==> src/rtl/jogo_playseq_pkg.sv <==
// Shared types and constants for the sequence-memory game.
// State codes, LFSR taps and win/loss counter width.
package jogo_playseq_pkg;

   typedef enum logic [4:0] {
      INICIAL  = 5'd0,
      GERA     = 5'd1,
      PREP     = 5'd2,
      MOSTRA   = 5'd3,
      APAGA    = 5'd4,
      ESPERA   = 5'd5,
      REGISTRA = 5'd6,
      COMPARA  = 5'd7,
      PROXIMA  = 5'd8,
      GANHOU   = 5'd9,
      PERDEU   = 5'd10
   } estado_t;

   // Taps 16,14,13,11 as bit mask of state bits 15,13,12,10
   localparam logic [15:0] LFSR_TAPS = 16'hB400;
   localparam int CNT_W = 8;
   localparam logic [CNT_W-1:0] CNT_MAX = '1;

   function automatic logic [15:0] lfsr_passo(input logic [15:0] s);
      return {s[14:0], ^(s & LFSR_TAPS)};
   endfunction

endpackage

==> src/rtl/jogo_playseq_if.sv <==
// Player-side bundle of the game: controls, buttons, LEDs and results.
interface jogo_playseq_if #(
   parameter int N_BOTOES = 4,
   parameter int PROF     = 16
);
   import jogo_playseq_pkg::*;

   localparam int CW = $clog2(PROF + 1);

   logic                jogar;
   logic [CW-1:0]       comprimento;
   logic [N_BOTOES-1:0] botoes;
   logic                ignora_timeout;
   logic [N_BOTOES-1:0] leds;
   logic                pronto;
   logic                ganhou;
   logic                perdeu;
   logic                timeout;
   logic [CNT_W-1:0]    vitorias;
   logic [CNT_W-1:0]    derrotas;
   logic [4:0]          db_estado;

   modport master (
      output jogar, comprimento, botoes, ignora_timeout,
      input  leds, pronto, ganhou, perdeu, timeout,
      input  vitorias, derrotas, db_estado
   );

   modport slave (
      input  jogar, comprimento, botoes, ignora_timeout,
      output leds, pronto, ganhou, perdeu, timeout,
      output vitorias, derrotas, db_estado
   );

endinterface

==> src/rtl/jogo_playseq_lfsr.sv <==
// 16-bit Fibonacci LFSR with enable and synchronous seed load.
module playseq_lfsr16
   import jogo_playseq_pkg::*;
#(
   parameter logic [15:0] SEMENTE = 16'hACE1
) (
   input  logic        clock,
   input  logic        reset,
   input  logic        en,
   input  logic        carga,
   input  logic [15:0] semente,
   output logic [15:0] estado
);

   always_ff @(posedge clock or negedge reset) begin
      if (!reset)
         estado <= SEMENTE;
      else if (carga)
         estado <= semente;
      else if (en)
         estado <= lfsr_passo(estado);
   end

endmodule

==> src/rtl/jogo_playseq_param.sv <==
// Sequence-memory game: random preview, player echo, win/loss tally.
module jogo_playseq_param
   import jogo_playseq_pkg::*;
#(
   parameter int          N_BOTOES  = 4,
   parameter int          PROF      = 16,
   parameter int          T_TIMEOUT = 5000,
   parameter int          T_LED     = 1000,
   parameter logic [15:0] SEMENTE   = 16'hACE1
) (
   input logic           clock,
   input logic           reset,
   jogo_playseq_if.slave io
);

   localparam int IW   = (N_BOTOES > 2) ? $clog2(N_BOTOES) : 1;
   localparam int AW   = $clog2(PROF + 1);
   localparam int MW   = $clog2(PROF);
   localparam int TMAX = (T_TIMEOUT > T_LED) ? T_TIMEOUT : T_LED;
   localparam int TW   = $clog2(TMAX + 1);

   localparam logic [AW-1:0] PROF_A   = AW'(PROF);
   localparam logic [AW-1:0] GERA_FIM = AW'(PROF - 1);
   localparam logic [TW-1:0] LED_FIM  = TW'(T_LED - 1);
   localparam logic [TW-1:0] TO_FIM   = TW'(T_TIMEOUT - 1);

   estado_t             estado, prox;
   logic [15:0]         lfsr;
   logic [IW-1:0]       mem [PROF];
   logic [AW-1:0]       addr, rodada, len, len_eff;
   logic [TW-1:0]       tempo;
   logic [N_BOTOES-1:0] botoes_q, jogada, alvo, leds_c;
   logic [CNT_W-1:0]    vit, der;
   logic                perdeu_to;
   logic                jogada_nova, acerto, ultimo;
   logic                fim_led, fim_to;

   playseq_lfsr16 #(.SEMENTE(SEMENTE)) u_lfsr (
      .clock   (clock),
      .reset   (reset),
      .en      (1'b1),
      .carga   (1'b0),
      .semente (SEMENTE),
      .estado  (lfsr)
   );

   assign len_eff = (io.comprimento == '0 ||
                     io.comprimento > PROF_A) ?
                    PROF_A : io.comprimento;

   assign alvo        = N_BOTOES'(1) << mem[addr[MW-1:0]];
   assign acerto      = (jogada == alvo);
   assign ultimo      = (addr == rodada - 1'b1);
   assign fim_led     = (tempo == LED_FIM);
   assign fim_to      = (tempo == TO_FIM);
   // Only a 0 -> nonzero transition counts; held buttons never do
   assign jogada_nova = (|io.botoes) & ~(|botoes_q);

   always_comb begin
      prox   = estado;
      leds_c = '0;
      unique case (estado)
         INICIAL, GANHOU, PERDEU:
            if (io.jogar) prox = GERA;
         GERA:
            if (addr == GERA_FIM) prox = PREP;
         PREP:
            prox = MOSTRA;
         MOSTRA: begin
            leds_c = alvo;
            if (fim_led) prox = APAGA;
         end
         APAGA:
            if (fim_led) prox = ultimo ? ESPERA : MOSTRA;
         ESPERA: begin
            leds_c = io.botoes;
            if (jogada_nova)
               prox = REGISTRA;
            else if (fim_to && !io.ignora_timeout)
               prox = PERDEU;
         end
         REGISTRA: begin
            leds_c = jogada;
            prox   = COMPARA;
         end
         COMPARA: begin
            leds_c = jogada;
            if (!acerto)           prox = PERDEU;
            else if (!ultimo)      prox = ESPERA;
            else if (rodada == len) prox = GANHOU;
            else                   prox = PROXIMA;
         end
         PROXIMA:
            prox = PREP;
         default:
            prox = INICIAL;
      endcase
   end

   always_ff @(posedge clock or negedge reset) begin
      if (!reset) begin
         estado    <= INICIAL;
         addr      <= '0;
         rodada    <= '0;
         len       <= '0;
         tempo     <= '0;
         botoes_q  <= '0;
         jogada    <= '0;
         perdeu_to <= 1'b0;
         vit       <= '0;
         der       <= '0;
      end else begin
         estado   <= prox;
         botoes_q <= io.botoes;
         case (estado)
            INICIAL, GANHOU, PERDEU:
               if (io.jogar) begin
                  len       <= len_eff;
                  rodada    <= AW'(1);
                  addr      <= '0;
                  perdeu_to <= 1'b0;
               end
            GERA:
               addr <= addr + 1'b1;
            PREP: begin
               addr  <= '0;
               tempo <= '0;
            end
            MOSTRA:
               tempo <= fim_led ? '0 : tempo + 1'b1;
            APAGA:
               if (fim_led) begin
                  tempo <= '0;
                  addr  <= ultimo ? '0 : addr + 1'b1;
               end else begin
                  tempo <= tempo + 1'b1;
               end
            ESPERA:
               if (jogada_nova) begin
                  jogada <= io.botoes;
                  tempo  <= '0;
               end else if (!io.ignora_timeout) begin
                  if (fim_to) perdeu_to <= 1'b1;
                  else        tempo <= tempo + 1'b1;
               end
            COMPARA:
               if (acerto && !ultimo) begin
                  addr  <= addr + 1'b1;
                  tempo <= '0;
               end
            PROXIMA:
               rodada <= rodada + 1'b1;
            default: ;
         endcase
         if (prox == GANHOU && estado != GANHOU && vit != CNT_MAX)
            vit <= vit + 1'b1;
         if (prox == PERDEU && estado != PERDEU && der != CNT_MAX)
            der <= der + 1'b1;
      end
   end

   // Sequence storage is fully rewritten by GERA before any read
   always_ff @(posedge clock) begin
      if (estado == GERA)
         mem[addr[MW-1:0]] <= IW'(lfsr % 16'(N_BOTOES));
   end

   assign io.leds      = leds_c;
   assign io.ganhou    = (estado == GANHOU);
   assign io.perdeu    = (estado == PERDEU);
   assign io.pronto    = (estado == GANHOU) || (estado == PERDEU);
   assign io.timeout   = (estado == PERDEU) && perdeu_to;
   assign io.vitorias  = vit;
   assign io.derrotas  = der;
   assign io.db_estado = estado;

endmodule

==> src/flat_wrapper.sv <==
// flat-port wrapper written by rule: the top's interface ports become plain ports
module jogo_playseq_param_flat import jogo_playseq_pkg::*;
#(
   parameter int          N_BOTOES  = 4,
   parameter int          PROF      = 16,
   parameter int          T_TIMEOUT = 5000,
   parameter int          T_LED     = 1000,
   parameter logic [15:0] SEMENTE   = 16'hACE1
)
  (clock, reset, io_jogar, io_comprimento, io_botoes, io_ignora_timeout, io_leds, io_pronto, io_ganhou, io_perdeu, io_timeout, io_vitorias, io_derrotas, io_db_estado);
  jogo_playseq_if #(.N_BOTOES(N_BOTOES), .PROF(PROF)) io_i ();
  input logic clock;
  input logic reset;
  input wire logic [$bits(io_i.jogar)-1:0] io_jogar;
  input wire logic [$bits(io_i.comprimento)-1:0] io_comprimento;
  input wire logic [$bits(io_i.botoes)-1:0] io_botoes;
  input wire logic [$bits(io_i.ignora_timeout)-1:0] io_ignora_timeout;
  output wire logic [$bits(io_i.leds)-1:0] io_leds;
  output wire logic [$bits(io_i.pronto)-1:0] io_pronto;
  output wire logic [$bits(io_i.ganhou)-1:0] io_ganhou;
  output wire logic [$bits(io_i.perdeu)-1:0] io_perdeu;
  output wire logic [$bits(io_i.timeout)-1:0] io_timeout;
  output wire logic [$bits(io_i.vitorias)-1:0] io_vitorias;
  output wire logic [$bits(io_i.derrotas)-1:0] io_derrotas;
  output wire logic [$bits(io_i.db_estado)-1:0] io_db_estado;
  assign io_i.jogar = io_jogar;
  assign io_i.comprimento = io_comprimento;
  assign io_i.botoes = io_botoes;
  assign io_i.ignora_timeout = io_ignora_timeout;
  assign io_leds = io_i.leds;
  assign io_pronto = io_i.pronto;
  assign io_ganhou = io_i.ganhou;
  assign io_perdeu = io_i.perdeu;
  assign io_timeout = io_i.timeout;
  assign io_vitorias = io_i.vitorias;
  assign io_derrotas = io_i.derrotas;
  assign io_db_estado = io_i.db_estado;
  jogo_playseq_param #(.N_BOTOES(N_BOTOES), .PROF(PROF), .T_TIMEOUT(T_TIMEOUT), .T_LED(T_LED), .SEMENTE(SEMENTE)) u_core (.clock(clock), .reset(reset), .io(io_i));
endmodule
==> config.mk <==
export PLATFORM = sky130hd
export DESIGN_NAME = jogo_playseq_param_flat
export DESIGN_NICKNAME = d
export VERILOG_FILES = /design/src/rtl/jogo_playseq_pkg.sv /design/src/rtl/jogo_playseq_if.sv /design/src/rtl/jogo_playseq_lfsr.sv /design/src/rtl/jogo_playseq_param.sv /design/src/flat_wrapper.sv
export SDC_FILE = /design/constraint.sdc
export NUM_CORES = 1
export LEC_CHECK = 0
export ABC_AREA = 1
export CAP_MARGIN = 20
export CORE_ASPECT_RATIO = 1.1
export CORE_MARGIN = 1
export CORE_UTILIZATION = 49
export DETAILED_ROUTE_END_ITERATION = 12
export PLACE_DENSITY_LB_ADDON = 0.08
export SKIP_LAST_GASP = 1
export SLEW_MARGIN = 5
export SYNTH_ARGS = -nofsm -noshare
export SYNTH_HDL_FRONTEND = slang
export SYNTH_HIERARCHICAL = 1
export SYNTH_SLANG_ARGS = --single-unit
export TNS_END_PERCENT = 30
==> constraint.sdc <==
create_clock -name clock -period 3.7 [get_ports clock]
set_input_delay 0.74 -clock clock [delete_from_list [all_inputs] [get_ports clock]]
set_output_delay 0.74 -clock clock [all_outputs]
set_load 0.01 [all_outputs]
==> results.py <==
metrics = {
    "status": {
        "status": "finished clean",
    },
    "synth": {
        "synthTopCellsByArea": "dfrtp_1 27%, edfxtp_1 16%, nand2_1 15%, inv_1 7.6%, nand3_1 6.5%",
        "syn-instance-count": 783,
        "synth.avg_cell_area_sq_um": 7.70,
        "synth_commonest_cells": "237 x nand2_1, 122 x inv_1, 78 x nand3_1",
        "synth_most_common_cell": "nand2_1",
        "synth_top_cell_by_area": "dfrtp_1",
        "ys_types": 41,
        "ys_seq_area_share_pct": 46.8,
        "synth-edff-count": 32,
        "synth-async-reset-ratio_pct": 69.8,
        "synthesis.area_sq_um": 6030,
        "ys.flop_type": "dfrtp_1",
        "yosys_warnings": 6,
        "synth_top_area_share_pct": 27.4,
        "ys_ff_latch": 106,
    },
    "hold_path": {
        "holdCritPathClass": "flip-flop to flip-flop",
    },
    "critical_path": {
        "worstPathArrival_ns": 2.66,
        "crit_required_ns": 2.96,
        "crit_type": "flip-flop to primary output",
        "setup.worst_path.end_class": "primary output",
        "start_kind": "flip-flop",
        "crit_path_max_fanout": 13,
    },
    "run": {
        "maxCapViolCount": 0,
    },
    "place": {
        "numPortBuffers": 41,
        "place_inst": 983,
        "hpwl_um": 9330,
        "gp_congestion": 0.939,
    },
    "sta": {
        "rsz0062_at_grt": "no",
        "fmaxAchievable_ghz": 0.294,
        "finalSetupTns_ns": 0,
        "fin_crit_sh_pct": 92.0,
        "setup_violations": 0,
        "worst_pin_slew_ns": 0.950,
        "slew_headroom_pct": 36.6,
        "final_max_slew_viol_count": 0,
        "skew_ns": 0.0114,
        "hold_violations": 0,
        "fin_crit_ns": 3.40,
    },
    "detailed_routing": {
        "drc": 0,
        "wirelength_um": 12900,
        "vias": 5123,
        "vias_per_cell": 5.13,
        "first_pass_iters": 5,
        "wl_per_cell_um": 12.9,
        "antenna_left": 0,
        "drtIter0Drc": 339,
    },
    "clocking": {
        "cts_root_buf": "clkbuf_16",
        "clock_sinks": 106,
        "post_cts_resized": 0,
        "cts.clk_slew.worst_paths_ns": 0.07,
        "cts_tree": "yes",
        "htreeDepth": 3,
        "clkLatencyLatePin_ns": 0.35,
        "clockBufferDepth": 2,
        "numCtsBuffers": 9,
        "postCtsSetupBuffers": 0,
        "cts_hold_buf": 0,
    },
    "cells_and_area": {
        "fin_cells": 999,
        "n_fill_cell": 1132,
        "fin_nets": 864,
        "diodes": 0,
        "syn2layout_area_growth_pct": 14.5,
        "drive_gt1_share_pct": 5.68,
        "fin_util_pct": 57.3,
    },
    "floorplanning": {
        "die_area_sq_um": 12700,
        "io_pins": 42,
        "die_height_um": 118,
        "initial_core_util_pct": 50.1,
        "die_x_um": 108,
        "core_sq_um": 12000,
        "core.rowCount": 42,
    },
    "grt": {
        "grt_use_total_pct": 22.1,
        "antenna_found_initial": 0,
        "grt_pass1_vias": 5102,
        "grt_pass1_wl_um": 22500,
        "grt_max_degree": 75,
        "overflow": 0,
    },
    "pwr": {
        "power.density_nw_per_um2": 367,
        "p_leak_nw": 3.32,
        "peakVddDrop_v": 0.000186,
    },
}
## final cells by class
| type | count | area, sq um | share of cell area (%) |
|---|---|---|---|
| flip-flops and latches | 106 | 2820 | 40.9 |
| multi-input cells | 550 | 2680 | 38.8 |
| repair buffers | 44 | 430 | 6.24 |
| clock buffers | 9 | 225 | 3.26 |
| inverters | 129 | 484 | 7.02 |
| well taps | 154 | 193 | 2.79 |
| clock inverters | 7 | 67.6 | 0.979 |
## cells in the final DEF, fill, tap and decap left out, drive strengths merged, types with 2 or more instances in the layout
cell           synthesis  final
a21oi                  8      8
o21ai                 34     34
buf                   14      4
nand2                242    242
ha                    11     11
xnor2                 10     10
o221ai                 4      4
a211oi                 2      2
nor3                  20     20
inv                  129    130
clkinv                 0      4
nor4                   5      5
xor2                  15     15
nor2                  73     73
o31ai                  4      4
a22oi                  2      2
nand3                 78     78
clkdlybuf4s50          0     40
edfxtp                32     32
clkbuf                 2      9
nand4                 13     13
dfrtp                 66     66
dfstp                  8      8
conb                   2     20
## report_power, final
group	internal [mW]	total (mW)	switching (mW)
combinational	0.0937	0.281	0.187
clock	0.523	0.944	0.421
sequential	1.26	1.31	0.0428
## flip-flops by register name, summed over array words and instances (netlist names)
name,cells
u_core/mem,32
u_core/io.vitorias,8
u_core/botoes_q,4
u_core/perdeu_to,1
u_core/io.db_estado,5
u_core/rodada,5
u_core/jogada,4
u_core/addr,5
u_core/io.derrotas,8
u_core/len,5
u_core/tempo,13
u_core/u_lfsr/estado,16
## cells by family (layout without fill, tap and decap cells)
family / after synthesis / in the layout / share of synthesized area [%]
AO/OA/AOI/OAI: 61 / 61 / 6.17
XOR/XNOR: 25 / 25 / 3.63
adder cells (fa/ha/maj): 11 / 11 / 2.28
buffers and inverters: 145 / 189 / 9.86
flip-flops: 106 / 106 / 46.8
other: 2 / 20 / 0.125
AND/OR/NAND/NOR: 433 / 433 / 31.1
## layer usage
metal | global-route usage (%) | wire length [um]
met1 | 28.6 | 5870
met2 | 38.0 | 6360
met3 | 2.59 | 516
met4 | 7.79 | 180
met5 | 0 | 0
## path summary, 6_finish.rpt
path	startpoint	to	slack, ns	cells past startpoint
max	u_core/addr[1]$_DFFE_PN0P_	io_leds[1]	0.30	9
min	u_core/u_lfsr/estado[8]$_DFFE_PN0P_	u_core/u_lfsr/estado[9]$_DFFE_PN0P_	0.48	2
max reg2reg	u_core/addr[1]$_DFFE_PN0P_	u_core/io.vitorias[7]$_DFFE_PN0P_	0.70	17
min reg2reg	u_core/u_lfsr/estado[8]$_DFFE_PN0P_	u_core/u_lfsr/estado[9]$_DFFE_PN0P_	0.48	2
max in group asynchronous	reset	u_core/u_lfsr/estado[1]$_DFFE_PN0P_	2.54	1
min in group asynchronous	reset	u_core/jogada[3]$_DFFE_PN0P_	0.51	1
## critical path: stages, from the launching register on
cell,delay [ns]
dfrtp_1,0.66
inv_2,0.22
nand3_1,0.15
nand2_1,0.06
nand2_1,0.07
nand2_1,0.11
nor2_2,0.19
nand2_1,0.10
o221ai_1,0.16
clkdlybuf4s50_1,0.58
## stage by stage
stage                     power [mW]  setup WS (ns)  hold WS (ns)  instance area [sq um]
after CTS                       2.56          0.301         0.486                   6900
after floorplan                 1.52           1.45         0.444                   6090
after global placement          1.60          0.617         0.460                   6610
after global routing            2.66          0.113         0.513                   6900
final                           2.53          0.296         0.480                   6900
after detailed placement        1.61          0.519         0.468                   6610
(Power assumes the default switching activity.)
